<file path="config.mk">
export PLATFORM = sky130hd
export DESIGN_NAME = gsensor_sequencer
export DESIGN_NICKNAME = d
export VERILOG_FILES = /design/src/rtl/gsensor_sequencer_pkg.sv /design/src/rtl/gsensor_sequencer_xfer_watchdog.sv /design/src/rtl/gsensor_sequencer.sv
export SDC_FILE = /design/constraint.sdc
export NUM_CORES = 1
export LEC_CHECK = 0
export ABC_AREA = 1
export CAP_MARGIN = 10
export CORE_MARGIN = 1.5
export CORE_UTILIZATION = 50
export DETAILED_ROUTE_END_ITERATION = 10
export GPL_TIMING_DRIVEN = 0
export PLACE_DENSITY = 0.71
export SETUP_SLACK_MARGIN = 0.1
export SYNTH_ARGS = -nofsm -noshare
export SYNTH_HDL_FRONTEND = slang
export SYNTH_SLANG_ARGS = --single-unit
</file>
<file path="constraint.sdc">
create_clock -name i_clk -period 2.6 [get_ports i_clk]
set_input_delay 0.52 -clock i_clk [delete_from_list [all_inputs] [get_ports i_clk]]
set_output_delay 0.52 -clock i_clk [all_outputs]
set_load 0.1 [all_outputs]
</file>
<file path="src/rtl/gsensor_sequencer_pkg.sv">
// gsensor_sequencer_pkg: ADXL345 register map, configuration ROM and sequencer state type
package gsensor_sequencer_pkg;

   typedef enum logic [2:0] {IDLE, ID_RD, CFG_WR, WAIT_TMR, AXIS_RD, PUBLISH, ERROR} seq_states;

   localparam logic [5:0] ADDR_DEVID       = 6'h00;
   localparam logic [5:0] ADDR_BW_RATE     = 6'h2C;
   localparam logic [5:0] ADDR_POWER_CTL   = 6'h2D;
   localparam logic [5:0] ADDR_DATA_FORMAT = 6'h31;
   localparam logic [5:0] ADDR_DATAX0      = 6'h32;

   localparam logic [7:0] CFG_DATA_FORMAT = 8'h40;
   localparam logic [7:0] CFG_BW_RATE     = 8'h0A;
   localparam logic [7:0] CFG_POWER_CTL   = 8'h08;
   localparam logic [7:0] DEVID           = 8'hE5;

   typedef struct packed {
      logic [5:0] addr;
      logic [7:0] data;
   } cfg_entry_t;

   localparam cfg_entry_t CFG_ROM [3] = '{
      '{ADDR_DATA_FORMAT, CFG_DATA_FORMAT},
      '{ADDR_BW_RATE,     CFG_BW_RATE},
      '{ADDR_POWER_CTL,   CFG_POWER_CTL}
   };

   function automatic logic is_xfer_state(input seq_states s);
      return s inside {ID_RD, CFG_WR, AXIS_RD};
   endfunction

endpackage

</file>
<file path="src/rtl/gsensor_sequencer_xfer_watchdog.sv">
// gsensor_sequencer_xfer_watchdog: per-transaction timeout counter, armed by start, disarmed by clear
module gsensor_sequencer_xfer_watchdog #(
   parameter int TIMEOUT = 4096
) (
   input  logic i_clk,
   input  logic i_rst_n,
   input  logic i_start,
   input  logic i_clear,
   output logic o_expire
);

   logic        run;
   logic [31:0] cnt;

   // Count cycles since the request; the request cycle itself is cycle 0
   always_ff @(posedge i_clk or negedge i_rst_n)
      if (!i_rst_n) begin
         run <= 1'b0;
         cnt <= '0;
      end else if (i_clear) begin
         run <= 1'b0;
         cnt <= '0;
      end else if (i_start) begin
         run <= 1'b1;
         cnt <= 32'd1;
      end else if (run)
         cnt <= cnt + 32'd1;

   assign o_expire = run && cnt == 32'(TIMEOUT - 1);

endmodule

</file>
<file path="src/rtl/gsensor_sequencer.sv">
// gsensor_sequencer: ADXL345 bring-up and periodic X/Y/Z sampling over a single-byte SPI master
module gsensor_sequencer
   import gsensor_sequencer_pkg::*;
#(
   parameter int SAMPLE_PERIOD = 500000,
   parameter int XFER_TIMEOUT  = 4096
) (
   input  logic        i_clk,
   input  logic        i_rst_n,
   input  logic        i_enb,
   output logic        o_xfer_req,
   output logic        o_xfer_rd,
   output logic [5:0]  o_xfer_addr,
   output logic [7:0]  o_xfer_wdata,
   input  logic        i_xfer_busy,
   input  logic        i_xfer_done,
   input  logic [7:0]  i_xfer_rdata,
   output logic [15:0] o_x,
   output logic [15:0] o_y,
   output logic [15:0] o_z,
   output logic        o_sample_valid,
   output logic        o_init_done,
   output logic        o_error
);

   seq_states   state, state_d;
   logic        wait_ph, wait_ph_d;
   logic [2:0]  idx;
   logic [31:0] timer;
   logic [47:0] cap, cap_d;
   logic        done_ok, expire, last;

   assign done_ok        = wait_ph && i_xfer_done;
   assign last           = state == ID_RD || (state == CFG_WR && idx == 3'd2) || (state == AXIS_RD && idx == 3'd5);
   assign o_sample_valid = state == PUBLISH;
   assign o_error        = state == ERROR;

   gsensor_sequencer_xfer_watchdog #(.TIMEOUT(XFER_TIMEOUT)) u_wdog (
      .i_clk    (i_clk),
      .i_rst_n  (i_rst_n),
      .i_start  (o_xfer_req),
      .i_clear  (done_ok),
      .o_expire (expire)
   );

   // Transaction fields decode from state and byte index, so they stay put through the wait sub-phase
   always_comb begin
      o_xfer_req   = is_xfer_state(state) && !wait_ph && i_enb && !i_xfer_busy;
      o_xfer_rd    = state == ID_RD || state == AXIS_RD;
      o_xfer_addr  = state == ID_RD   ? ADDR_DEVID :
                     state == CFG_WR  ? CFG_ROM[idx[1:0]].addr :
                     state == AXIS_RD ? ADDR_DATAX0 + {3'b000, idx} : '0;
      o_xfer_wdata = state == CFG_WR ? CFG_ROM[idx[1:0]].data : '0;
   end

   // Next state: enable is only honoured between transactions, done wins over a simultaneous timeout
   always_comb begin
      state_d   = state;
      wait_ph_d = wait_ph;
      case (state)
         IDLE:
            if (i_enb) state_d = o_init_done ? AXIS_RD : ID_RD;
         ID_RD, CFG_WR, AXIS_RD:
            if (!wait_ph) begin
               if (!i_enb) state_d = IDLE;
               else if (!i_xfer_busy) wait_ph_d = 1'b1;
            end else if (i_xfer_done) begin
               wait_ph_d = 1'b0;
               if (state == ID_RD && i_xfer_rdata != DEVID) state_d = ERROR;
               else if (!i_enb) state_d = IDLE;
               else if (last) state_d = state == ID_RD ? CFG_WR : state == CFG_WR ? AXIS_RD : PUBLISH;
            end else if (expire) begin
               wait_ph_d = 1'b0;
               state_d   = ERROR;
            end
         PUBLISH:
            state_d = WAIT_TMR;
         WAIT_TMR:
            if (!i_enb) state_d = IDLE;
            else if (timer == '0) state_d = AXIS_RD;
         ERROR:
            state_d = ERROR;
         default:
            state_d = IDLE;
      endcase
   end

   // Merge the byte arriving now so the sixth byte can be published on the same edge
   always_comb begin
      cap_d = cap;
      if (done_ok && state == AXIS_RD) cap_d[{idx, 3'b000} +: 8] = i_xfer_rdata;
   end

   // State register
   always_ff @(posedge i_clk or negedge i_rst_n)
      if (!i_rst_n) begin
         state   <= IDLE;
         wait_ph <= 1'b0;
      end else begin
         state   <= state_d;
         wait_ph <= wait_ph_d;
      end

   // Byte index, period timer, capture register and sticky/published outputs
   always_ff @(posedge i_clk or negedge i_rst_n)
      if (!i_rst_n) begin
         idx         <= '0;
         timer       <= '0;
         cap         <= '0;
         o_init_done <= 1'b0;
         o_x         <= '0;
         o_y         <= '0;
         o_z         <= '0;
      end else begin
         idx   <= state_d != state ? '0 : done_ok ? idx + 3'd1 : idx;
         timer <= (state_d == AXIS_RD && state != AXIS_RD) ? 32'(SAMPLE_PERIOD - 1) :
                  (state != IDLE && state != ERROR && timer != '0) ? timer - 32'd1 : timer;
         cap   <= cap_d;
         if (done_ok && state == CFG_WR && idx == 3'd2) o_init_done <= 1'b1;
         if (state_d == PUBLISH) {o_z, o_y, o_x} <= cap_d;
      end

endmodule

</file>
==> results of run 1 <==
cell usage in the layout, fill, tap and decap left out, types with 15 or more instances in the layout:
| cell type | n |
|---|---|
| o21ai_1 | 36 |
| clkdlybuf4s50_1 | 50 |
| clkbuf_16 | 17 |
| nand2_1 | 205 |
| nor2_2 | 17 |
| o21ai_0 | 41 |
| nand4_1 | 17 |
| dfrtp_1 | 166 |
| nand2_2 | 15 |
| a21oi_1 | 30 |
| nand3_1 | 40 |
| nor2_1 | 106 |
| buf_4 | 20 |
| o21a_1 | 29 |
| nor3_1 | 34 |
| inv_1 | 139 |
| xor2_1 | 23 |
worst min path at each step:
stage / from / endpoint / slack [ns]
floorplan: i_rst_n / cap[0] / 0.22
global placement: cap[26] / cap[26] / 0.46
detailed placement: cap[26] / cap[26] / 0.46
CTS: i_rst_n / u_wdog.cnt[14] / 0.05
global route: i_rst_n / u_wdog.cnt[14] / 0.07
finish: i_rst_n / u_wdog.cnt[8] / 0.03
sequential cells by signal, summed over array words and instances, names as in the netlist:
name / cells
state: 3
idx: 3
wait_ph: 1
o_init_done: 1
u_wdog.cnt: 32
o_x: 16
timer: 32
o_z: 16
o_y: 16
cap: 48
u_wdog.run: 1
power groups by stage:
stage | combinational [mW] | sequential [mW] | clock, mW
6_report | 3.80 | 3.10 | 2.73
2_1_floorplan | 1.94 | 3.91 | 0
4_1_cts | 3.69 | 3.10 | 2.76
3_3_place_gp | 3.59 | 3.15 | 0
3_5_place_dp | 3.62 | 3.14 | 0
5_1_grt | 4.10 | 3.14 | 2.88
synthesized netlist by cell type (all sizes together):
cell	count
o211ai	2
xnor2	8
nor2	129
conb	1
nand3	46
nor4b	1
o21ai	88
o21a	29
a21oi	32
a31oi	2
o31ai	2
dfrtp	169
nor4	7
a211oi	2
nor3	41
buf	22
xor2	23
inv	153
nand2	221
clkbuf	9
ha	9
nand4	17
a221oi	1
nor3b	2
nand3b	5
or2	1
layout make-up:
type                       count  area [µm²]  area share (%)
sequential                   169        4233           40.69
multi-input combinational    673        3553           34.16
timing repair buffer          87       903.4           8.683
inverter                     153       584.3           5.616
clock buffer                  17       425.4           4.089
tap                          220       275.3           2.646
buffer                        31       217.7           2.093
clock inverter                15       211.5           2.032
metal layers:
layer | global-route usage [%] | vias up
met5 | 0 | -
met4 | 8.120 | 0
met3 | 4.943 | 23
met2 | 37.15 | 136
met1 | 31.28 | 3276
li1 | - | 3473
kinds of logic (layout without fill, tap and decap cells):
kind of cell | after synthesis | after routing | synth area share [%]
other cells | 1 | 5 | 0.04442
xor+xnor | 31 | 31 | 3.216
simple gates | 470 | 470 | 25.23
flops | 169 | 169 | 50.10
fa+ha+maj | 9 | 9 | 1.334
compound gates | 158 | 158 | 10.97
buf+inv | 184 | 303 | 9.115
stage by stage:
| step | util (%) | setup slack, ns | setup TNS, ns |
|---|---|---|---|
| 2_1_floorplan | - | -0.1102 | -0.3306 |
| 3_3_place_gp | 57.34 | -6.036 | -1041.35 |
| 3_5_place_dp | 57.54 | -0.8176 | -25.46 |
| 4_1_cts | 61.71 | 0.1033 | 0 |
| 5_1_grt | 62.96 | 0.03834 | 0 |
| 6_report | 62.96 | 0.1323 | 0 |
what timing repair did:
item                                    in CTS  in global routing
pin swaps                                    0                  6
gates resized for setup                     98                 43
endpoints found under the setup margin      39                122
setup buffers                                0                 12
==> flow_metrics.tcl, run 1 <==
set metrics [dict create \
    clock_latency_ns 0.43 \
    area_growth_pct 23.24 \
    ioPinCount 80 \
    cp_data_arrival_time_ns 1.95 \
    die_h_um 132.9 \
    postLayoutCellArea_um2 10400 \
    place_hpwl_um 13690 \
    ys_warn_count 0 \
    rrSetupSlack_ns 0.22 \
    synth_area_um2 8442 \
    seq_area_frac_synth_pct 50.10 \
    nets 1154 \
    die_x_um 132.9 \
    critPathLaunch "o_y[1]" \
    pwr-share-seq_pct 32.2 \
    antenna_found_initial 0 \
    status "complete, no violations" \
    hold_viol 0 \
    top_layer_used "met4" \
    totalPowerFinal_mw 9.633 \
    max_stage_delay_ns 1.14 \
    cts_made_buffers 17 \
    cts-root-buf "clkbuf_16" \
    diodes 0 \
    grt_pass1_wl_um 32420 \
    setup_viol 0 \
    fin_cells 1365 \
    start_util_pct 51.09 \
    viasPerCell 5.061 \
    p_int_mw 5.521 \
    grt_overflow 0 \
    drv_slew 0 \
    crit_end "o_y[1]" \
    clk_pin_slew_ns 0.07 \
    die_area_um2 17670 \
    swShare_pct 42.69 \
    cts_tree "done" \
    critPathTopFamily "buffers and inverters" \
    clock_path_buffers 2 \
    worst_pin_slew_ns 0.9756 \
    fill_cells 1436 \
    cts.sinks 169 \
    avgRoutedWirePerCell_um 14.19 \
    synth_top_area_share_pct 50.10 \
    min_path_type "in -> async" \
    synth.area.top_cells "dfrtp_1 50%, nand2_1 9.2%, inv_1 6.4%" \
    htreeDepth 4 \
    fmax_mhz 405.2 \
    drtIter0Drc 387 \
    worstPathCellList "clkdlybuf4s50_1" \
    crit_fanout 2 \
    cp.required_ns 2.08 \
    post-route-drc-count 0 \
    p_clk_share_pct 28.3 \
    leakage_nw 5.158 \
    power_frac_comb_pct 39.5 \
    yosysUniqueCellTypes 40 \
    worstSetupPathDepth 1 \
    clock_skew_ns 0.01029 \
    fp-row-count 47 \
    relSlewSlack_pct 34.76 \
    met1_length_um 9112 \
    route.met3.wl_um 761 \
    place_inst 1321 \
    vias 6908 \
    ys_ff_latch 169 \
    drt_wl_total_um 19370 \
    cpMaxStageDelayCell "clkdlybuf4s50_1" \
    drv_cap 0 \
    cts_hold_buf 0 \
    worst_setup_path_start_kind "flop" \
    placed_area_um2 9508 \
    timing.final.crit_share_pct 94.91 \
    peakVddDrop_mv 0.7609 \
    synthCells 1022 \
    drive_gt1_share_pct 15.11 \
    grt_pass1_vias 6688 \
    end_kind "output port" \
    ff2ff_path_depth 10 \
    cp.buffers_inverters 1 \
    layout_min_cycle_time_ns 2.468 \
    place.gp.congestion 0.8782 \
    r2r_end "o_y[14]" \
    dr_wl_met2_um 9120 \
    power.switching_mw 4.112 \
    rsz0062_at_grt "true" \
    yosysTopAreaCell "dfrtp_1" \
    port_buffers 74 \
    grt_max_degree 102 \
    worstSetupPathType "reg -> out" \
    ant_nets 0 \
    holdWs_ns 0.02728 \
    avgSynthCellArea_um2 8.260 \
    power_per_cell_area_nw_per_um2 926.0 \
    reg2reg_from "idx[0]" \
    dr.pass1.iters 4 \
    grt_usage_pct 23.17 \
    core_um2 16520 \
]
Power figures use the tool's default switching activity.
==> inputs of run 2 (changes only) <==
- CTS_BUF_LIST: unset -> sky130_fd_sc_hd__clkbuf_16
- CTS_CLUSTER_SIZE: unset -> 30
- TNS_END_PERCENT: unset -> 5
==> flow_metrics.tcl, run 2 (synthesized netlist as in run 1, its figures left out) <==
set metrics [dict create \
    status "complete, no violations" \
    drtIter0Drc 411 \
    hold_viol 0 \
    antenna_found_initial 0 \
    end_kind "output port" \
    ff2ff_path_depth 9 \
    port_buffers 74 \
    start_util_pct 51.09 \
    final_common_cell "nand2_1" \
    rsz0062_at_grt "true" \
    clock_path_buffers 2 \
    post-route-drc-count 0 \
    holdWs_ns 0.02745 \
    clk_pin_slew_ns 0.07 \
    grt_overflow 0 \
    nets 1149 \
    met2_usage_pct 37.30 \
    worst_pin_slew_ns 0.9767 \
    rrSetupSlack_ns 0.27 \
    clock_skew_ns 0.009120 \
    diodes 0 \
    postLayoutCellArea_um2 10320 \
    cp_data_arrival_time_ns 1.97 \
    place_hpwl_um 13690 \
    die_x_um 132.9 \
    largest_reg_flops 48 \
    grt_max_degree 102 \
    grt_util_met3_pct 4.789 \
    crit_fanout 10 \
    top_regs "cap x48, timer x32, u_wdog.cnt x32" \
    dr.pass1.iters 5 \
    power_per_cell_area_nw_per_um2 929.9 \
    core_um2 16520 \
    drv_slew 0 \
    largest_register "cap" \
    critPathLaunch "state[2]" \
    placed_area_um2 9508 \
    reg2reg_from "idx[1]" \
    cpMaxStageDelayCell "buf_2" \
    fmax_mhz 401.5 \
    worstSetupPathType "reg -> out" \
    ant_nets 0 \
    worstPathCellList "buf_4, inv_2, nand3_2, clkbuf_4, nor2_1, buf_2" \
    timing.final.crit_share_pct 95.79 \
    vias 6876 \
    area_growth_pct 22.31 \
    peakVddDrop_mv 0.7018 \
    grt_pass1_vias 6687 \
    gr-usage-met1_pct 31.35 \
    die_h_um 132.9 \
    drive_gt1_share_pct 14.65 \
    grt_usage_pct 23.20 \
    htreeDepth 4 \
    place.gp.congestion 0.8782 \
    min_path_type "in -> async" \
    r2r_end "o_x[8]" \
    mostFrequentLayoutCells "205 x nand2_1, 166 x dfrtp_1, 139 x inv_1" \
    viasPerCell 5.056 \
    grt_pass1_wl_um 32440 \
    worst_setup_path_start_kind "flop" \
    crit_end "o_xfer_wdata[6]" \
    drv_cap 0 \
    die_area_um2 17670 \
    cp.required_ns 2.08 \
    drt_wl_total_um 19280 \
    relSlewSlack_pct 34.68 \
    cts_made_buffers 17 \
    fp-row-count 47 \
    layout_min_cycle_time_ns 2.491 \
    cts_tree "done" \
    cts-root-buf "clkbuf_16" \
    avgRoutedWirePerCell_um 14.17 \
    max_stage_delay_ns 0.44 \
    utilization_pct 62.48 \
    ioPinCount 80 \
    cts.sinks 169 \
    clock_latency_ns 0.43 \
    tns_ns 0 \
    busiest_layer "met2" \
    leakage_nw 5.018 \
    setup_viol 0 \
]
==> run 2: changes by cell type in the layout (fill, tap and decap cells not counted), sizes merged <==
cell,previous run,this run
clkdlybuf4s50,50,57
buf,47,42
dlymetal6s2s,7,0
==> run 2: area by class of cell <==
class                           count  area (µm²)
Timing Repair Buffer               82       832.0
Buffer                             31       211.5
Sequential cell                   169        4233
Clock inverter                     15       211.5
Inverter                          153       584.3
Fill cell                        1449        6200
Clock buffer                       17       425.4
Tap cell                          220       275.3
Multi-Input combinational cell    673        3552
==> run 2: metal layers <==
| layer | part of all wire [%] | vias to the layer above |
|---|---|---|
| li1 | - | 3465 |
| met1 | 47 | 3247 |
| met2 | 47 | 138 |
| met3 | 4.0 | 26 |
| met4 | 2.0 | 0 |
| met5 | 0 | - |
==> run 2: power breakdown <==
group / leakage, nW / internal [mW] / switching [mW]
Sequential: 2.21 / 2.91 / 0.192
Combinational: 2.50 / 0.950 / 2.82
Clock: 0.303 / 1.63 / 1.10
==> run 2: worst min path at each step <==
stage                          end  slack (ns)  cells after the start
global route        u_wdog.cnt[14]        0.07                      1
floorplan                   cap[0]        0.22                      0
CTS                 u_wdog.cnt[14]        0.05                      1
detailed placement         cap[26]        0.46                      2
finish               u_wdog.cnt[8]        0.03                      1
global placement           cap[26]        0.46                      2
==> run 2: metrics by stage <==
stage | power (mW) | worst slack, ns | std cells
final | 9.601 | 0.1094 | 1360
after floorplan | 5.852 | -0.1102 | 1026
after CTS | 9.560 | 0.05994 | 1353
after detailed placement | 6.769 | -0.8176 | 1321
after global placement | 6.736 | -6.036 | 1320
after global routing | 10.08 | 0.02775 | 1360
==> run 2: repair_timing <==
action	in CTS	in global routing
pin swaps	0	5
endpoints found under the setup margin	39	120
hold buffers	0	0
buffers inserted	0	7
gates resized for setup	99	26
==> run 2: worst max-delay path: cells and delay by family, from the launching register on <==
| family | cells | cell delay, ns |
|---|---|---|
| simple gates | 2 | 0.22 |
| buf+inv | 4 | 0.95 |
| flops | 1 | 0.37 |
==> inputs of run 3 (changes only) <==
--- a/config.mk
+++ b/config.mk
@@ -9,4 +9,5 @@
 export CAP_MARGIN = 10
+export CORE_ASPECT_RATIO = 2
 export CORE_MARGIN = 1.5
-export CORE_UTILIZATION = 50
+export CORE_UTILIZATION = 45
 export CTS_BUF_LIST = sky130_fd_sc_hd__clkbuf_16
@@ -15,3 +16,3 @@
 export GPL_TIMING_DRIVEN = 0
-export PLACE_DENSITY = 0.71
+export PLACE_DENSITY = 0.65
 export SETUP_SLACK_MARGIN = 0.1
--- a/constraint.sdc
+++ b/constraint.sdc
@@ -3,2 +3,2 @@
 set_output_delay 0.52 -clock i_clk [all_outputs]
-set_load 0.1 [all_outputs]
+set_load 0.005 [all_outputs]
==> flow_metrics.tcl, run 3 (synthesized netlist as in run 1, its figures left out) <==
set metrics [dict create \
    reg2reg_from "idx[0]" \
    top_regs "cap x48, timer x32, u_wdog.cnt x32" \
    core_um2 18310 \
    setup_viol 0 \
    pre_cts_ws_ns -0.5038 \
    vias 7116 \
    leakage_nw 5.103 \
    status "complete, no violations" \
    htreeDepth 4 \
    grt_overflow 0 \
    dr_wl_met2_um 12040 \
    fmax_mhz 396.7 \
    die_area_um2 19640 \
    place.gp.congestion 0.9256 \
    port_buffers 74 \
    route.met3.wl_um 573 \
    drt_wl_total_um 21680 \
    cp_data_arrival_time_ns 2.00 \
    final_common_cell "nand2_1" \
    cts.sinks 169 \
    clock_path_buffers 2 \
    hold_viol 0 \
    viasPerCell 5.194 \
    timing.final.crit_share_pct 96.94 \
    worst_setup_path_start_kind "flop" \
    rsz0062_at_grt "true" \
    die_x_um 99.85 \
    relSlewSlack_pct 56.83 \
    grt_max_degree 89 \
    ioPinCount 80 \
    grt_pass1_wl_um 35560 \
    start_util_pct 46.12 \
    peakVddDrop_mv 0.3984 \
    die_h_um 196.7 \
    place_hpwl_um 15720 \
    top_layer_used "met4" \
    area_growth_pct 23.92 \
    cp.required_ns 2.08 \
    worst_pin_slew_ns 0.6475 \
    clock_skew_ns 0.009771 \
    largest_reg_flops 48 \
    antenna_found_initial 0 \
    worstSetupPathType "reg -> out" \
    rrSetupSlack_ns 0.16 \
    largest_register "cap" \
    ff2ff_path_depth 10 \
    min_path_type "in -> async" \
    post-route-drc-count 0 \
    max_stage_delay_ns 0.52 \
    met1_length_um 8230 \
    end_kind "output port" \
    utilization_pct 57.15 \
    mostFrequentLayoutCells "201 x nand2_1, 167 x dfrtp_1, 140 x inv_1" \
    avgRoutedWirePerCell_um 15.83 \
    worstPathCellList "inv_4, ha_4, inv_1, nor2_2, clkdlybuf4s50_1" \
    cts_made_buffers 17 \
    cts-root-buf "clkbuf_16" \
    ant_nets 0 \
    dr.pass1.iters 5 \
    grt_pass1_vias 7313 \
    fill_cells 1686 \
    multi_input_area_um2 3583 \
    grt_usage_pct 23.27 \
    setup_ws_ns 0.07950 \
    fp-row-count 70 \
    drv_slew 0 \
    clk_pin_slew_ns 0.07 \
    diodes 0 \
    cts_tree "done" \
    crit_fanout 6 \
    nets 1163 \
    drive_gt1_share_pct 14.64 \
    drv_cap 0 \
    cts_hold_buf 0 \
    r2r_end "o_x[6]" \
    cpMaxStageDelayCell "clkdlybuf4s50_1" \
    power_per_cell_area_nw_per_um2 802.7 \
    layout_min_cycle_time_ns 2.521 \
    drtIter0Drc 261 \
    regArea_um2 4232 \
    clock_latency_ns 0.43 \
]
run 3: cell count changes in the layout (fill, tap and decap cells not counted), moves of 4 or more:
cell,change
clkdlybuf4s50_1,+8
nor2_1,-5
dlygate4sd2_1,+4
buf_2,-6
nand3_2,-5
nand2_1,-4
nor2_2,+4
buf_4,+9
run 3: cell type report:
type / count / share of cell area (%)
plain buffers: 31 / 2.153
clock buffers: 17 / 4.066
clock inverters: 15 / 1.818
inverters: 153 / 5.633
multi-input cells: 673 / 34.25
flip-flops and latches: 169 / 40.45
well taps: 216 / 2.583
repair buffers: 96 / 9.042
run 3: how the worst max path moves through the flow:
stage	startpoint	endpoint	slack (ns)	depth (start not counted)
after detailed placement	i_xfer_rdata[4]	o_x[10]	-0.50	14
after floorplan	idx[0]	o_z[10]	0.42	14
after global placement	i_rst_n	o_x[11]	-6.16	1
after global routing	idx[0]	o_z[15]	0.01	14
final	idx[0]	o_xfer_wdata[3]	0.08	5
after CTS	state[1]	o_xfer_req	0.05	8
run 3: per-layer routing:
| layer | track usage (%) | vias to the layer above |
|---|---|---|
| met3 | 3.298 | 52 |
| li1 | - | 3488 |
| met4 | 12.10 | 0 |
| met1 | 24.65 | 3438 |
| met5 | 0 | - |
| met2 | 43.56 | 138 |
run 3: where the power goes:
group	switching [mW]	internal [mW]	total [mW]
logic	1.59	1.04	2.62
registers	0.207	2.91	3.12
clock network	1.12	1.53	2.66
total	2.92	5.48	8.40
run 3: critical path, delay by kind of cell, from the launching register on:
family | cells | cell delay (ns)
buffers and inverters | 3 | 0.72
DFF | 1 | 0.39
and+or+nand+nor | 1 | 0.17
adders and majority gates | 1 | 0.29
run 3: metrics by stage:
stage | std cells | TNS [ns] | instance area [µm²] | power (mW) | hold slack, ns
floorplan | 1026 | 0 | 8457 | 4.553 | 0.2244
global placement | 1316 | -1065.26 | 9468 | 5.492 | 0.4560
detailed placement | 1317 | -29.38 | 9500 | 5.522 | 0.4654
CTS | 1355 | 0 | 10270 | 8.327 | 0.1074
global route | 1370 | 0 | 10460 | 8.830 | 0.1243
finish | 1370 | 0 | 10460 | 8.397 | 0.06758
run 3: what timing repair did:
item                                    in CTS  in global routing
setup buffers                                5                 14
resized for setup                           43                 18
endpoints found under the setup margin      70                 97
gates cloned                                 1                  1
pin swaps                                    3                  9
